<file path="src/rtl/reduce_gate_unit.sv">
// reduce_gate_unit
//
// Registered, flow-controlled reduction gate. Each accepted beat of WIDTH
// bits is reduced to a single bit under a selectable logic mode; the result
// is presented together with the population count of the reduced bits.
// With NOR mode and WIDTH=4 it behaves as the legacy 4-input NOR gate,
// registered.
//
// Build option:
//   REDUCE_GATE_ACC_EN  when defined, one reduction may span a multi-beat
//                       frame terminated by in_last. When undefined, every
//                       accepted beat is a complete frame and in_last is
//                       ignored.
//
// Parameters:
//   WIDTH  bits reduced per beat (>= 2)
//   CNT_W  width of the saturating ones/bits counters (must hold WIDTH)
//
// Ports:
//   clk        rising-edge clock
//   reset      synchronous active-high reset
//   in_valid   input beat offered
//   in_ready   unit can accept a beat this cycle (!out_valid || out_ready)
//   in_data    bits to reduce
//   in_mode    000 AND, 001 OR, 010 XOR, 011 NAND, 100 NOR, 101 XNOR,
//              110 MAJ, 111 reserved (sampled on the first beat of a frame)
//   in_last    final beat of frame (accumulating build only)
//   out_valid  result held
//   out_ready  sink accepts result
//   out_y      reduction result
//   out_ones   saturating count of 1 bits in the reduced beat/frame
//   out_err    reserved mode was used
//
// States:
//   IDLE | no frame in progress, no result held
//   ACC  | frame open, folding beats into the accumulators (accumulating build)
//   HOLD | result presented on out_*, waiting for out_ready

module reduce_gate_unit #(
  parameter int WIDTH = 4,
  parameter int CNT_W = 8
) (
  input  logic             clk,
  input  logic             reset,
  input  logic             in_valid,
  output logic             in_ready,
  input  logic [WIDTH-1:0] in_data,
  input  logic [2:0]       in_mode,
  input  logic             in_last,
  output logic             out_valid,
  input  logic             out_ready,
  output logic             out_y,
  output logic [CNT_W-1:0] out_ones,
  output logic             out_err
);

  localparam logic [CNT_W-1:0] BEAT_BITS = CNT_W'(WIDTH);

  localparam logic [2:0] MODE_AND  = 3'b000;
  localparam logic [2:0] MODE_OR   = 3'b001;
  localparam logic [2:0] MODE_XOR  = 3'b010;
  localparam logic [2:0] MODE_NAND = 3'b011;
  localparam logic [2:0] MODE_NOR  = 3'b100;
  localparam logic [2:0] MODE_XNOR = 3'b101;
  localparam logic [2:0] MODE_MAJ  = 3'b110;

`ifdef REDUCE_GATE_ACC_EN
  typedef enum logic [1:0] {
    IDLE = 2'd0,
    ACC  = 2'd1,
    HOLD = 2'd2
  } state_t;
`else
  typedef enum logic [1:0] {
    IDLE = 2'd0,
    HOLD = 2'd2
  } state_t;
`endif

  function automatic logic [CNT_W-1:0] popcount(input logic [WIDTH-1:0] d);
    logic [CNT_W-1:0] c;
    c = '0;
    for (int i = 0; i < WIDTH; i++) begin
      c = c + CNT_W'(d[i]);
    end
    return c;
  endfunction

  // Saturating add: the counters stick at all-ones instead of wrapping.
  function automatic logic [CNT_W-1:0] sat_add(input logic [CNT_W-1:0] a,
                                               input logic [CNT_W-1:0] b);
    logic [CNT_W:0] s;
    s = {1'b0, a} + {1'b0, b};
    return s[CNT_W] ? {CNT_W{1'b1}} : s[CNT_W-1:0];
  endfunction

  state_t state_q, state_d;

  logic             accept;
  logic             frame_end;
  logic             present;

  logic             b_and, b_or, b_xor;
  logic [CNT_W-1:0] b_ones;

  // Frame terms including the current beat: what the accumulators become
  // on acceptance and what the result is computed from at frame end.
  logic [2:0]       res_mode;
  logic             res_and, res_or, res_xor;
  logic [CNT_W-1:0] res_ones, res_bits;
  logic             res_maj;
  logic             res_y, res_err;

  assign out_valid = (state_q == HOLD);
  assign in_ready  = !out_valid || out_ready;
  assign accept    = in_valid && in_ready;

  assign b_and  = &in_data;
  assign b_or   = |in_data;
  assign b_xor  = ^in_data;
  assign b_ones = popcount(in_data);

`ifdef REDUCE_GATE_ACC_EN
  logic [2:0]       mode_q;
  logic             and_q, or_q, xor_q;
  logic [CNT_W-1:0] ones_q, bits_q;

  assign frame_end = in_last;

  always_comb begin
    res_mode = in_mode;
    res_and  = b_and;
    res_or   = b_or;
    res_xor  = b_xor;
    res_ones = b_ones;
    res_bits = BEAT_BITS;
    if (state_q == ACC) begin
      // Mode was captured on the frame's first beat; later in_mode is ignored.
      res_mode = mode_q;
      res_and  = and_q & b_and;
      res_or   = or_q | b_or;
      res_xor  = xor_q ^ b_xor;
      res_ones = sat_add(ones_q, b_ones);
      res_bits = sat_add(bits_q, BEAT_BITS);
    end
  end

  always_ff @(posedge clk) begin
    if (reset) begin
      mode_q <= 3'b000;
      and_q  <= 1'b0;
      or_q   <= 1'b0;
      xor_q  <= 1'b0;
      ones_q <= '0;
      bits_q <= '0;
    end else if (accept) begin
      mode_q <= res_mode;
      and_q  <= res_and;
      or_q   <= res_or;
      xor_q  <= res_xor;
      ones_q <= res_ones;
      bits_q <= res_bits;
    end
  end
`else
  logic unused_last;

  assign unused_last = in_last;
  assign frame_end   = 1'b1;

  always_comb begin
    res_mode = in_mode;
    res_and  = b_and;
    res_or   = b_or;
    res_xor  = b_xor;
    res_ones = b_ones;
    res_bits = BEAT_BITS;
  end
`endif

  // Majority uses the saturated counters; a tie gives 0.
  assign res_maj = ({1'b0, res_ones, 1'b0} > {2'b00, res_bits});

  always_comb begin
    res_y   = 1'b0;
    res_err = 1'b0;
    case (res_mode)
      MODE_AND:  res_y = res_and;
      MODE_OR:   res_y = res_or;
      MODE_XOR:  res_y = res_xor;
      MODE_NAND: res_y = !res_and;
      MODE_NOR:  res_y = !res_or;
      MODE_XNOR: res_y = !res_xor;
      MODE_MAJ:  res_y = res_maj;
      default:   res_err = 1'b1;
    endcase
  end

  // A beat can only be accepted in HOLD when out_ready is high, so a held
  // result is never overwritten while the sink is stalling.
  always_comb begin
    state_d = state_q;
    present = 1'b0;
    if (accept) begin
      if (frame_end) begin
        state_d = HOLD;
        present = 1'b1;
      end else begin
`ifdef REDUCE_GATE_ACC_EN
        state_d = ACC;
`else
        state_d = HOLD;
`endif
      end
    end else if (state_q == HOLD && out_ready) begin
      state_d = IDLE;
    end
  end

  always_ff @(posedge clk) begin
    if (reset) begin
      state_q  <= IDLE;
      out_y    <= 1'b0;
      out_ones <= '0;
      out_err  <= 1'b0;
    end else begin
      state_q <= state_d;
      if (present) begin
        out_y    <= res_y;
        out_ones <= res_ones;
        out_err  <= res_err;
      end
    end
  end

endmodule

</file>
<file path="config.mk">
export PLATFORM = sky130hd
export DESIGN_NAME = reduce_gate_unit
export DESIGN_NICKNAME = d
export VERILOG_FILES = /design/src/rtl/reduce_gate_unit.sv
export SDC_FILE = /design/constraint.sdc
export NUM_CORES = 1
export LEC_CHECK = 0
export ABC_AREA = 0
export CAP_MARGIN = 20
export CORE_AREA = 4 4 41 43
export CTS_CLUSTER_DIAMETER = 120
export DETAILED_ROUTE_END_ITERATION = 10
export DIE_AREA = 0 0 45 47
export DONT_BUFFER_PORTS = 1
export HOLD_SLACK_MARGIN = 0.1
export PLACE_DENSITY = 0.54
export SETUP_SLACK_MARGIN = 0.1
export SYNTH_ARGS = -nofsm -noshare
export SYNTH_HDL_FRONTEND = slang
export SYNTH_SLANG_ARGS = --single-unit
</file>
<file path="constraint.sdc">
create_clock -name clk -period 5.65 [get_ports clk]
set_input_delay 0.2825 -clock clk [delete_from_list [all_inputs] [get_ports clk]]
set_output_delay 0.2825 -clock clk [all_outputs]
set_load 0.01 [all_outputs]
</file>
==> results of run 1 <==
==> flip-flops by register name, indices dropped and copies added (netlist names) <==
| name | flops |
|---|---|
| out_ones | 3 |
| out_y | 1 |
| state_q | 1 |
| out_err | 1 |
==> worst max-delay path, delay by kind of cell <==
family,cells,cell delay [ns]
adders and majority gates,3,0.97
and+or+nand+nor,2,0.34
AOI/OAI and AO/OA,1,0.30
buffers and inverters,3,0.16
==> how the worst max path moves through the flow <==
stage | start | end | slack [ns] | cells past startpoint
finish | in_data[0] | out_y | 3.77 | 9
global route | in_data[0] | out_y | 3.63 | 9
CTS | in_data[0] | out_y | 3.75 | 9
detailed placement | in_data[0] | out_y | 3.52 | 9
global placement | in_data[0] | out_y | 3.52 | 9
floorplan | in_data[0] | out_y | 3.61 | 9
==> layer usage <==
| layer | share of wire, % | up-vias | track usage, % |
|---|---|---|---|
| met1 | 39 | 190 | 9.174 |
| met2 | 53 | 14 | 15.54 |
| li1 | - | 194 | - |
| met3 | 8.1 | 0 | 5.364 |
| met4 | 0 | 0 | 3.509 |
| met5 | 0 | - | 0 |
==> report_power, final <==
group	leakage [nW]	switching (mW)	internal (mW)
combinational	0.184	0.0169	0.0117
sequential	0.0493	0.00315	0.0455
clock	0.0138	0.0142	0.0239
total	0.247	0.0342	0.0811
==> cell usage in the layout, fill, tap and decap left out, drive strengths merged, types with 2 or more instances in the layout <==
master	instances
clkbuf	3
inv	9
a21oi	5
conb	5
dfxtp	6
nor2	2
ha	7
nand2	9
nor4	2
==> cell families after synthesis <==
logic type | after synthesis
adder cells (fa/ha/maj) | 8
XOR/XNOR | 1
flip-flops | 6
AND/OR/NAND/NOR | 19
AO/OA/AOI/OAI | 10
buffers and inverters | 14
other | 1
==> final cells by class <==
| cell class | instances | area share, % |
|---|---|---|
| Clock buffer | 3 | 4.276 |
| Inverter | 9 | 6.413 |
| Multi-Input combinational cell | 43 | 61.05 |
| Sequential cell | 6 | 22.80 |
| Tap cell | 15 | 3.563 |
| Timing Repair Buffer | 1 | 1.900 |
==> metrics.txt, run 1 <==
Routed Antenna Nets 0; Post-Synth XOR/XNOR Area 1.759%; CP dominant cell by count inv_1; cells after synthesis 59; I/O Buffers 0; Hold Crit Start reset; Yosys warning count 0; Yosys cell types 25; crit path DAT 2.03 ns; Overflow after GRT 0; startpoint types primary input; Cell Rows 13; WP data required 5.80 ns; Setup violations, final 0; Synth Area in Compound Gates 16.58%; Num CTS Buffers 3; gpl congestion 0.6706; dpl hpwl 785.5 um; Layout Cells excl Fill 77; post-synthesis adder-cell area fraction 21.61%; ys flop type dfxtp_1; routed length per instance 11.91 um; vias in the first global route 361; final critical-path share of the clock period 33.32%; static leakage 0.2469 nW; via/cell ratio 5.169; core area 1301 um^2; Cell Area, Synth 498.0 um^2; run status complete, no violations; Post-CTS Setup Inserts 0; Tmin final 1.883 ns; drt first-iter violations 4; Simple-Gate Fraction of Synth Area 20.85%; die footprint 2115 um^2; DR pass1 iterations 4; crit path kind in2reg; Reg-to-Reg Start state_q[1]; crit-path max FO 2; number of enable flip-flop cells after synthesis 0; top post-synthesis cells by area dfxtp_1, ha_1, buf_4; Place WS 3.515 ns; # DRC 0; post-CTS sizing 0; Synth top cells by count nand2_1, inv_1, ha_1, dfxtp_1; hold_ws 0.1079 ns; Min-Delay Path Depth 1; Synth-to-Final Area Change 5.779%; cell taking the most area after synthesis dfxtp_1; multiplexer area fraction after synthesis 0%; clk sinks 6; Fillers 146; Crit path largest cell delay 0.53 ns; level count of the clock H-tree 1; Reg2Reg Setup Slack 4.38 ns; largest net degree at the start of global routing 8; P per Cell Area 218.8 nW/um^2; cell count of the worst reg-to-reg path 4; post-route design area 526.8 um^2; Storage cell area 120.1 um^2; final hold viol count 0; # IOs 24; clk_skew 0.001786 ns; Setup WS post-layout 3.767 ns; Core Util, Final 40.48%; Final nets 84; total power 0.1153 mW; Worst-path clk slew 0.04 ns; placed cell areas 494.2 um^2; placed insts 73; CP max-delay cell fa_1; root buffer cell clkbuf_4; Total GRT Usage 9.113%; Initial Utilization 38.27%; largest family of logic cells by synthesized area adder cells; WHS Endpoint out_err; RSZ-0062 raised after global routing false; Fmax 531.2 MHz; Max IR drop VDD 0.1285 mV; final WL 917 um; Die X 45 um; max-slew violations 0; final setup TNS 0 ns; cells along the critical path inv_1 > fa_1 > inv_1 > ha_1 > inv_1 > ha_1 > a2111oi_4 > nor4_1 > nor4_2; max cap viols 0; layout cells sized above 1 11.29%; end of the worst register-to-register path out_y; Worst setup EP type register; Multi-input gate area 321.6 um^2; first-pass GRT wire length 1.366 mm; Diodes inserted 0; Max Root-Sink Buffers 2; antenna violations before repair 0; #FFs+latches synth 6; Mapped Avg Cell Area 8.440 um^2; top-count cell post-synth nand2_1; routed vias 398; clk_lat worst skew 0.24 ns; die span in y 47 um; worst min path class in2reg; TritonCTS clock tree built; Seq/Total Area, Yosys 24.12%; Synth top area share 24.12%; hold_buf cts 0; Post-synth ARST share 0%
No activity file was read; power rests on OpenSTA's default activity.
==> run 2: changes to the inputs <==
- clock period: 5.65 -> 1.9 ns (I/O delays scaled with it)
==> run 2 against run 1 <==
- die area is the same
- sequential cell count is the same
- sequential power grew to 3.0 times the previous value
- critical endpoint is now out_err
==> metrics.txt, run 2 (synthesis gave the netlist of run 1 again) <==
die span in y 47 um (unchanged); post-route design area 578.1 um^2 (was 526.8 um^2); largest net degree at the start of global routing 8 (unchanged); cell count of the worst reg-to-reg path 5 (was 4); final WL 931 um (was 917 um); Setup violations, final 0 (unchanged); Fmax 595.8 MHz; Initial Utilization 38.27% (unchanged); layout cells sized above 1 16.92% (was 11.29%); Num CTS Buffers 3 (unchanged); die footprint 2115 um^2 (unchanged); DR pass1 iterations 2 (was 4); # DRC 0 (unchanged); # IOs 24 (unchanged); Setup WS post-layout 0.2217 ns (was 3.767 ns); static leakage 0.2577 nW (was 0.2469 nW); startpoint types register (was primary input); RSZ-0062 raised after global routing false (unchanged); run status complete, no violations (unchanged); crit path to out_err (was out_y); max-slew violations 0 (unchanged); root buffer cell clkbuf_4 (unchanged); Die X 45 um (unchanged); Tmin final 1.678 ns; gpl congestion 0.6383 (was 0.6706); final critical-path share of the clock period 88.33%; Layout Cells excl Fill 80 (was 77); first-pass GRT wire length 1.559 mm (was 1.366 mm); routed length per instance 11.64 um (was 11.91 um); placed insts 73 (unchanged); Total GRT Usage 10.52% (was 9.113%); clk_skew 0.0002313 ns (was 0.001786 ns); Largest register FFs 3 (unchanged); crit path kind reg2reg (was in2reg); CP Launch Point state_q[1] (was in_data[0]); Worst setup EP type register (unchanged); via/cell ratio 4.825 (was 5.169); end of the worst register-to-register path out_err (was out_y); max cap viols 0 (unchanged); Place WS -0.002894 ns (was 3.515 ns); commonest non-fill, non-tap cell in the layout nand2_1 (unchanged); dpl hpwl 782.2 um (was 785.5 um); Cell Rows 13 (unchanged); Final nets 87 (was 84); crit path DAT 1.85 ns (was 2.03 ns); Overflow after GRT 0 (unchanged); placed cell areas 515.5 um^2 (was 494.2 um^2); Routed Antenna Nets 0 (unchanged); I/O Buffers 0 (unchanged); P per Cell Area 621.1 nW/um^2 (was 218.8 nW/um^2); clk_lat worst skew 0.24 ns (about the same); Max Root-Sink Buffers 2 (unchanged); Reg-to-Reg Start state_q[1] (unchanged); Max IR drop VDD 0.3637 mV (was 0.1285 mV); commonest cells after routing, fill and taps aside nand2_1, inv_1, dfxtp_1 (was nand2_1, inv_1, ha_1); Synth-to-Final Area Change 16.08% (was 5.779%); antenna violations before repair 0 (unchanged); Diodes inserted 0 (unchanged); worst min path class in2reg (unchanged); Reg2Reg Setup Slack 0.22 ns (was 4.38 ns); level count of the clock H-tree 1 (unchanged); Fillers 138 (was 146); clk sinks 6 (unchanged); routed vias 386 (was 398); drt first-iter violations 5 (was 4); TritonCTS clock tree built (unchanged); Worst-path clk slew 0.04 ns (about the same); crit-path max FO 6 (was 2); core area 1301 um^2 (unchanged); WP data required 2.07 ns (was 5.80 ns); final hold viol count 0 (unchanged); Biggest register out_ones (unchanged); vias in the first global route 386 (was 361)
run 2: worst min path at each step:
stage | endpoint | startpoint | slack, ns | depth (start not counted)
floorplan | out_err | reset | 0.16 | 1
global placement | out_ones[1] | reset | 0.17 | 1
detailed placement | out_ones[0] | reset | 0.17 | 1
CTS | out_y | in_mode[0] | 0.15 | 3
global route | out_err | in_valid | 0.17 | 3
finish | out_y | in_mode[2] | 0.14 | 3
run 2: metal layers:
layer  vias to the layer above  share of wire [%]  GRT usage (%)
li1                        199                  -              -
met1                       172                 41          12.10
met2                        15                 47          15.54
met3                         0                 12          8.429
met4                         0                  0          1.754
met5                         -                  0              0
run 2: timing repair:
item                                    4_1_cts  5_1_grt
endpoints found under the setup margin        0        2
setup buffers                                 0        0
hold buffers                                  4        0
resized for setup                             0        1
endpoints found under the hold margin         6        0
run 2: final cells by class:
| cell class | instances | area, um^2 | share of cell area (%) |
|---|---|---|---|
| inverter | 9 | 33.78 | 5.844 |
| clock buffer | 3 | 22.52 | 3.896 |
| tap | 15 | 18.77 | 3.247 |
| timing repair buffer | 4 | 40.04 | 6.926 |
| sequential | 6 | 120.1 | 20.78 |
| multi-input combinational | 43 | 342.8 | 59.31 |
run 2: power by group:
group | internal, mW | switching (mW) | total [mW] | leakage, nW
Sequential | 0.135 | 0.00927 | 0.144 | 0.0493
Clock | 0.0713 | 0.0444 | 0.116 | 0.0138
Combinational | 0.0454 | 0.0535 | 0.0989 | 0.195
Total | 0.252 | 0.107 | 0.359 | 0.258
run 2: per-stage QoR:
step	hold WS [ns]	util, %	TNS, ns	power, mW
floorplan	0.1641	-	0	0.2328
global placement	0.1669	39.62	-0.01365	0.2391
detailed placement	0.1666	39.62	-0.002894	0.2395
CTS	0.1529	44.42	0	0.3680
global route	0.1687	44.42	0	0.3949
finish	0.1399	44.42	0	0.3591
run 2: critical path, stage by stage (launching register included):
cell and delay [ns]:
dfxtp_1 0.33, nand2b_1 0.19, and2_1 0.28, nand4_1 0.11, dlygate4sd3_1 0.57, a21oi_1 0.14
